## src/rtl/beam_pkg.sv

```systemverilog
// Shared constants, FSM state type and accumulator sizing for the beam sum accumulator.
package beam_pkg;

    localparam int NUM_MICS = 16;
    localparam int PCM_W    = 19;

    typedef enum logic [1:0] {
        IDLE  = 2'd0,
        ACCUM = 2'd1,
        OUT   = 2'd2
    } beam_state_e;

    // Width that holds the sum of num_ch signed pcm_w-bit samples without overflow
    function automatic int acc_width(input int num_ch, input int pcm_w);
        return pcm_w + $clog2(num_ch);
    endfunction

endpackage

```

## src/rtl/beam_sum_accumulator_if.sv

```systemverilog
// Frame input, beam output handshake and status signals of the beam sum accumulator.
interface beam_sum_accumulator_if
    import beam_pkg::*;
#(
    parameter int NUM_CH = NUM_MICS,
    parameter int IN_W   = PCM_W
);
    localparam int CNT_W = $clog2(NUM_CH + 1);

    logic [NUM_CH*IN_W-1:0] pcm_in;
    logic                   in_valid;
    logic                   in_ready;
    logic [NUM_CH-1:0]      ch_enable;
    logic signed [IN_W-1:0] out_data;
    logic                   out_valid;
    logic                   out_ready;
    logic [CNT_W-1:0]       active_count;
    logic                   busy;
    logic                   overrun;
    logic                   overrun_clr;

    modport master (
        output pcm_in, in_valid, ch_enable, out_ready, overrun_clr,
        input  in_ready, out_data, out_valid, active_count, busy, overrun
    );

    modport slave (
        input  pcm_in, in_valid, ch_enable, out_ready, overrun_clr,
        output in_ready, out_data, out_valid, active_count, busy, overrun
    );

endinterface

```

## src/rtl/beam_shift_sat.sv

```systemverilog
// Arithmetic right shift (floor) of the wide channel sum followed by clamping to the output range.
module beam_shift_sat #(
    parameter int ACC_W = 23,
    parameter int OUT_W = 19,
    parameter int SHIFT = 4
) (
    input  logic signed [ACC_W-1:0] acc,
    output logic signed [OUT_W-1:0] sat
);
    localparam logic signed [ACC_W-1:0] MAX_V = {{(ACC_W-OUT_W+1){1'b0}}, {(OUT_W-1){1'b1}}};
    localparam logic signed [ACC_W-1:0] MIN_V = {{(ACC_W-OUT_W+1){1'b1}}, {(OUT_W-1){1'b0}}};

    logic signed [ACC_W-1:0] shifted_s;

    // Shift then clamp to the signed OUT_W range
    always_comb begin
        shifted_s = acc >>> SHIFT;
        if (shifted_s > MAX_V) begin
            sat = MAX_V[OUT_W-1:0];
        end else if (shifted_s < MIN_V) begin
            sat = MIN_V[OUT_W-1:0];
        end else begin
            sat = shifted_s[OUT_W-1:0];
        end
    end

endmodule

```

## src/rtl/beam_sum_accumulator.sv

```systemverilog
// Serially sums the enabled channels of one snapshotted frame, then shifts/saturates into one beam sample.
module beam_sum_accumulator
    import beam_pkg::*;
#(
    parameter int NUM_CH = NUM_MICS,
    parameter int IN_W   = PCM_W,
    parameter int SHIFT  = 4
) (
    input logic                  clk,
    input logic                  rst,
    beam_sum_accumulator_if.slave bus
);
    localparam int ACC_W = acc_width(NUM_CH, IN_W);
    localparam int IDX_W = $clog2(NUM_CH);
    localparam int CNT_W = $clog2(NUM_CH + 1);

    beam_state_e             state_r;
    logic signed [IN_W-1:0]  snap_r [NUM_CH];
    logic [NUM_CH-1:0]       mask_r;
    logic signed [ACC_W-1:0] acc_r;
    logic [CNT_W-1:0]        idx_r;
    logic                    in_ready_r;
    logic                    out_valid_r;
    logic                    busy_r;
    logic                    overrun_r;
    logic signed [IN_W-1:0]  out_data_r;
    logic [CNT_W-1:0]        active_count_r;
    logic [IDX_W-1:0]        ch_sel_s;
    logic signed [ACC_W-1:0] addend_s;
    logic signed [IN_W-1:0]  sat_s;

    function automatic logic [CNT_W-1:0] popcount(input logic [NUM_CH-1:0] m);
        logic [CNT_W-1:0] n;
        n = {CNT_W{1'b0}};
        for (int k = 0; k < NUM_CH; k++) begin
            n = n + CNT_W'(m[k]);
        end
        return n;
    endfunction

    // Sign-extended contribution of the channel selected by the index counter
    always_comb begin
        ch_sel_s = idx_r[IDX_W-1:0];
        if (mask_r[ch_sel_s]) begin
            addend_s = {{(ACC_W-IN_W){snap_r[ch_sel_s][IN_W-1]}}, snap_r[ch_sel_s]};
        end else begin
            addend_s = {ACC_W{1'b0}};
        end
    end

    beam_shift_sat #(
        .ACC_W (ACC_W),
        .OUT_W (IN_W),
        .SHIFT (SHIFT)
    ) u_shift_sat (
        .acc (acc_r),
        .sat (sat_s)
    );

    // FSM, frame snapshot, serial accumulation and sticky overrun flag
    always_ff @(posedge clk or posedge rst) begin
        if (rst) begin
            state_r        <= IDLE;
            mask_r         <= {NUM_CH{1'b0}};
            acc_r          <= {ACC_W{1'b0}};
            idx_r          <= {CNT_W{1'b0}};
            in_ready_r     <= 1'b0;
            out_valid_r    <= 1'b0;
            busy_r         <= 1'b0;
            overrun_r      <= 1'b0;
            out_data_r     <= {IN_W{1'b0}};
            active_count_r <= {CNT_W{1'b0}};
            for (int k = 0; k < NUM_CH; k++) begin
                snap_r[k] <= {IN_W{1'b0}};
            end
        end else begin
            // A refused offer wins over a clear in the same cycle
            if (bus.in_valid && !in_ready_r) begin
                overrun_r <= 1'b1;
            end else if (bus.overrun_clr) begin
                overrun_r <= 1'b0;
            end else begin
                overrun_r <= overrun_r;
            end

            case (state_r)
                IDLE: begin
                    if (bus.in_valid && in_ready_r) begin
                        for (int k = 0; k < NUM_CH; k++) begin
                            snap_r[k] <= bus.pcm_in[k*IN_W +: IN_W];
                        end
                        mask_r         <= bus.ch_enable;
                        acc_r          <= {ACC_W{1'b0}};
                        idx_r          <= {CNT_W{1'b0}};
                        active_count_r <= popcount(bus.ch_enable);
                        in_ready_r     <= 1'b0;
                        busy_r         <= 1'b1;
                        state_r        <= ACCUM;
                    end else begin
                        in_ready_r <= 1'b1;
                    end
                end
                ACCUM: begin
                    // idx reaching NUM_CH means every channel has been added into acc_r
                    if (idx_r == CNT_W'(NUM_CH)) begin
                        out_data_r  <= sat_s;
                        out_valid_r <= 1'b1;
                        state_r     <= OUT;
                    end else begin
                        acc_r <= acc_r + addend_s;
                        idx_r <= idx_r + CNT_W'(1);
                    end
                end
                OUT: begin
                    if (bus.out_ready) begin
                        out_valid_r <= 1'b0;
                        busy_r      <= 1'b0;
                        in_ready_r  <= 1'b1;
                        state_r     <= IDLE;
                    end else begin
                        out_valid_r <= 1'b1;
                    end
                end
                default: begin
                    state_r     <= IDLE;
                    in_ready_r  <= 1'b0;
                    out_valid_r <= 1'b0;
                    busy_r      <= 1'b0;
                end
            endcase
        end
    end

    assign bus.in_ready     = in_ready_r;
    assign bus.out_valid    = out_valid_r;
    assign bus.out_data     = out_data_r;
    assign bus.active_count = active_count_r;
    assign bus.busy         = busy_r;
    assign bus.overrun      = overrun_r;

endmodule

```

## src/flat_wrapper.sv

```systemverilog
// flat-port wrapper written by rule: the top's interface ports become plain ports
module beam_sum_accumulator_flat import beam_pkg::*;
#(
    parameter int NUM_CH = NUM_MICS,
    parameter int IN_W   = PCM_W,
    parameter int SHIFT  = 4
)
  (clk, rst, bus_pcm_in, bus_in_valid, bus_ch_enable, bus_out_ready, bus_overrun_clr, bus_in_ready, bus_out_data, bus_out_valid, bus_active_count, bus_busy, bus_overrun);
  beam_sum_accumulator_if #(.NUM_CH(NUM_CH), .IN_W(IN_W)) bus_i ();
  input logic clk;
  input logic rst;
  input wire logic [$bits(bus_i.pcm_in)-1:0] bus_pcm_in;
  input wire logic [$bits(bus_i.in_valid)-1:0] bus_in_valid;
  input wire logic [$bits(bus_i.ch_enable)-1:0] bus_ch_enable;
  input wire logic [$bits(bus_i.out_ready)-1:0] bus_out_ready;
  input wire logic [$bits(bus_i.overrun_clr)-1:0] bus_overrun_clr;
  output wire logic [$bits(bus_i.in_ready)-1:0] bus_in_ready;
  output wire logic [$bits(bus_i.out_data)-1:0] bus_out_data;
  output wire logic [$bits(bus_i.out_valid)-1:0] bus_out_valid;
  output wire logic [$bits(bus_i.active_count)-1:0] bus_active_count;
  output wire logic [$bits(bus_i.busy)-1:0] bus_busy;
  output wire logic [$bits(bus_i.overrun)-1:0] bus_overrun;
  assign bus_i.pcm_in = bus_pcm_in;
  assign bus_i.in_valid = bus_in_valid;
  assign bus_i.ch_enable = bus_ch_enable;
  assign bus_i.out_ready = bus_out_ready;
  assign bus_i.overrun_clr = bus_overrun_clr;
  assign bus_in_ready = bus_i.in_ready;
  assign bus_out_data = bus_i.out_data;
  assign bus_out_valid = bus_i.out_valid;
  assign bus_active_count = bus_i.active_count;
  assign bus_busy = bus_i.busy;
  assign bus_overrun = bus_i.overrun;
  beam_sum_accumulator #(.NUM_CH(NUM_CH), .IN_W(IN_W), .SHIFT(SHIFT)) u_core (.clk(clk), .rst(rst), .bus(bus_i));
endmodule
```

## config.mk

```make
export PLATFORM = sky130hd
export DESIGN_NAME = beam_sum_accumulator_flat
export DESIGN_NICKNAME = d
export VERILOG_FILES = /design/src/rtl/beam_pkg.sv /design/src/rtl/beam_sum_accumulator_if.sv /design/src/rtl/beam_shift_sat.sv /design/src/rtl/beam_sum_accumulator.sv /design/src/flat_wrapper.sv
export SDC_FILE = /design/constraint.sdc
export NUM_CORES = 1
export LEC_CHECK = 0
export ABC_AREA = 1
export BUFFER_PORTS_ARGS = -buffer_cell sky130_fd_sc_hd__buf_2
export CORE_AREA = 8 8 366 190
export DETAILED_ROUTE_END_ITERATION = 8
export DIE_AREA = 0 0 374 198
export SLEW_MARGIN = 0
export SYNTH_ARGS = -nofsm -noshare
export SYNTH_HDL_FRONTEND = slang
export SYNTH_SLANG_ARGS = --single-unit
```

## constraint.sdc

```tcl
create_clock -name clk -period 12.2 [get_ports clk]
set_input_delay 1.22 -clock clk [delete_from_list [all_inputs] [get_ports clk]]
set_output_delay 1.22 -clock clk [all_outputs]
set_load 0.01 [all_outputs]
```

==> implementation parameters <==
Parameter                              Value

Worst setup path
  Endpoint class of the critical path    flop
  Cell count of the worst reg-to-reg path    20
  First element of the critical path    u_core.idx_r[0]
  Crit path kind    reg -> reg
  Launching element type of the critical path    flop
  Worst path required time    12.63 ns
  Arrival time at the worst endpoint    5.20 ns
  Worst Path Max Fanout    78
  Worst R2R Start    u_core.idx_r[0]

Synth
  Async set-reset flop share out of synthesis    100%
  Share of the yosys chip area belonging to registers    49.6%
  Biggest area contributors in the synthesized netlist    dfrtp_1 50%, nand2_1 20%, o21ai_0 6.6%
  Share of the synthesized area in the top cell type    49.6%
  Dominant synthesized flop cell    dfrtp_1
  Nets in the synthesized netlist    2842
  Ranking of synthesized cells by instance count    1002 x nand2_1, 378 x dfrtp_1, 253 x o21ai_0
  Number of standard cells after synthesis    2474
  Synth warn    0
  Number of enable-type register cells in the synthesized netlist    0
  Number of library cell types mapped by synthesis    46
  Flop and latch count out of synthesis    378
  Cell accounting for the most synthesized area    dfrtp_1
  Post-Synthesis Cell Area    19100 µm²
  Cell with the most instances after synthesis    nand2_1
  Avg Inst Size Synth    7.70 µm²

Clocking
  Hold buffer count at cts    0
  Clock edge transition at the registers on the reported setup and hold paths    0.06 ns
  Clock buffers created by TritonCTS    40
  Max Buffers Root-to-Sink    3
  H-tree depth    2
  Clock Latency Late Sink    0.57 ns
  Buffer cell driving the clock tree root    clkbuf_16
  TritonCTS clock tree    yes
  Number of instances resized during post-cts repair    0
  Post-CTS repair timing setup buffer count    0
  Sinks on the clock net    378

Detailed routing
  Top Metal Used    met4
  DR pass1 iterations    5
  Met2 Wirelength    27.5 mm
  DRC violations left    0
  Detailed-routing wirelength on met1    37.2 mm
  First DRT Iteration DRCs    1692
  Total number of vias    17200
  Wirelength per Cell    19.7 µm
  Wirelength, routed    71.4 mm
  Total length of routed met3 wires    5.97 mm
  Drt via density    4.75
  Remaining antenna violation count after routing    0

Timing
  Setup repair after global routing missed its margin    false
  Fmax    0.209 GHz
  Measured slew at the worst slew-check pin    1.13 ns
  Max_slew headroom    24.9%
  Max Slew Vio Count    0
  Final Hold Violating Endpoints    0
  Period Utilization, post-route    39.1%
  Min cycle time layout    4.77 ns
  Total of endpoints with negative setup slack in the final report    0
  Worst Clk Skew    0.0225 ns
  Min Hold Slack    0.466 ns
  Total negative slack for setup checks    0 ns

Global routing
  Total global routing overflow    0
  Global router's overall resource usage    18.7%
  Maximum number of pins on one net before global-route repair    239
  Vias in the first global route    16600
  Initial antenna violation count    4
  Global-route wire length before repair    106 mm

Place
  Routability congestion estimate from global placement    0.966
  Placed wire-length estimate    52.3 mm
  Quantity of I/O buffers inserted on ports    352

Status
  Run status    complete, no violations

Hold path
  Number of cells on the worst hold path    2
  Kind of path behind the tightest hold check    reg -> reg
  Worst hold path startpoint    u_core.snap_r[38]

Power
  Highest ir drop seen on vdd    0.000119 V
  P per Cell Area    262 nW/µm²
  Leakage power of the design    0.0117 µW

Layout
  Number of nets in the finished design    3113
  Fillcell total    6867
  Growth of design area from synthesis to finish    19.0%
  Share of cells above drive strength 1    17.0%

Floorplanning
  Starting Density    29.7%
  Die Width    374 µm
  Number of primary I/O pins    353
  Vertical die dimension    198 µm
  Floorplan die area    74100 µm²
  Total core area    64200 µm²
  Core Rows    66

Job
  Max-capacitance violation count    0
-- flip-flops by register name (all words and copies together), names as in the netlist --
signal,cells
u_core.acc_r,23
u_core.bus.in_ready,1
u_core.idx_r,5
u_core.bus.overrun,1
u_core.snap_r,304
u_core.bus.out_data,19
u_core.mask_r,16
u_core.bus.active_count,5
u_core.state_r,2
u_core.bus.busy,1
u_core.bus.out_valid,1
-- worst max-delay path, stage by stage (launching register included) --
cell and delay, ns:
dfrtp_4 0.94, buf_4 0.76, nor2_2 0.09, nor2_2 0.10, nand2_1 0.05, nand3_1 0.11, nand3_2 0.09, nand2_2 0.42
nand2_1 0.11, inv_1 0.07, ha_1 0.18, inv_1 0.09, fa_1 0.45, o21ai_2 0.26, nand2_1 0.08, nand2_1 0.17
inv_2 0.07, o21ai_0 0.24, a21oi_1 0.10, o21ai_0 0.08, o21ai_0 0.10
-- metal layers --
metal,vias up,global-route usage [%]
li1,8431,-
met1,8227,29.6
met2,509,24.8
met3,59,5.83
met4,0,2.41
met5,-,0
-- where the power goes --
group	internal [µW]	switching, µW
registers	1810	319
logic	769	1730
clock network	754	564
-- final timing paths --
kind                                 endpoint  slack (ns)
max                          u_core.acc_r[10]        7.43
min                         u_core.snap_r[38]        0.47
max reg2reg                  u_core.acc_r[10]        7.43
min reg2reg                 u_core.snap_r[38]        0.47
max in group asynchronous  u_core.snap_r[250]        9.46
min in group asynchronous  u_core.snap_r[162]        0.72
-- cell type report --
cell class                 instances  area, µm²  area share, %
sequential                       378       9470           41.8
multi-input combinational       1757       8080           35.6
timing repair buffer             370       1920           8.48
clock buffer                      54       1150           5.09
tap                              850       1060           4.69
inverter                         198        761           3.36
clock inverter                    18        221          0.977
antenna                            2       5.00         0.0221
-- logic make-up after synthesis --
| family | Yosys count | share of synthesized area (%) |
|---|---|---|
| AOI/OAI and AO/OA | 454 | 13.0 |
| DFF | 378 | 49.6 |
| muxes | 6 | 0.355 |
| xor gates and xnor gates | 3 | 0.138 |
| buffers and inverters | 339 | 7.99 |
| adders and majority gates | 43 | 3.26 |
| and+or+nand+nor | 1251 | 25.6 |
-- through the flow --
stage	utilization (%)	area (µm²)	setup WS [ns]	std cells	power, µW
detailed placement	33.2	21300	7.46	3553	4640
finish	35.3	22700	7.43	3627	5940
floorplan	-	19100	0.479	2474	3800
global route	35.3	22700	7.01	3626	6430
global placement	33.2	21300	7.49	3553	4630
CTS	35.3	22700	7.47	3625	5980
-- cell usage in the layout, fill, tap and decap left out, types with 5 or more instances in the layout --
cell type and instances:
clkbuf_16 40, nor2_2 5, o21ai_1 42, dfrtp_1 376
fa_1 11, clkinv_2 7, a21oi_1 72, o22ai_1 32
buf_4 16, ha_1 32, o221ai_1 11, clkbuf_8 10
nor3_1 8, nor2_1 127, nand2_1 1002, nand3_1 93
o211ai_1 25, mux2_2 6, buf_2 352, inv_1 191
o21ai_0 253
No activity file was read; power rests on OpenSTA's default activity.
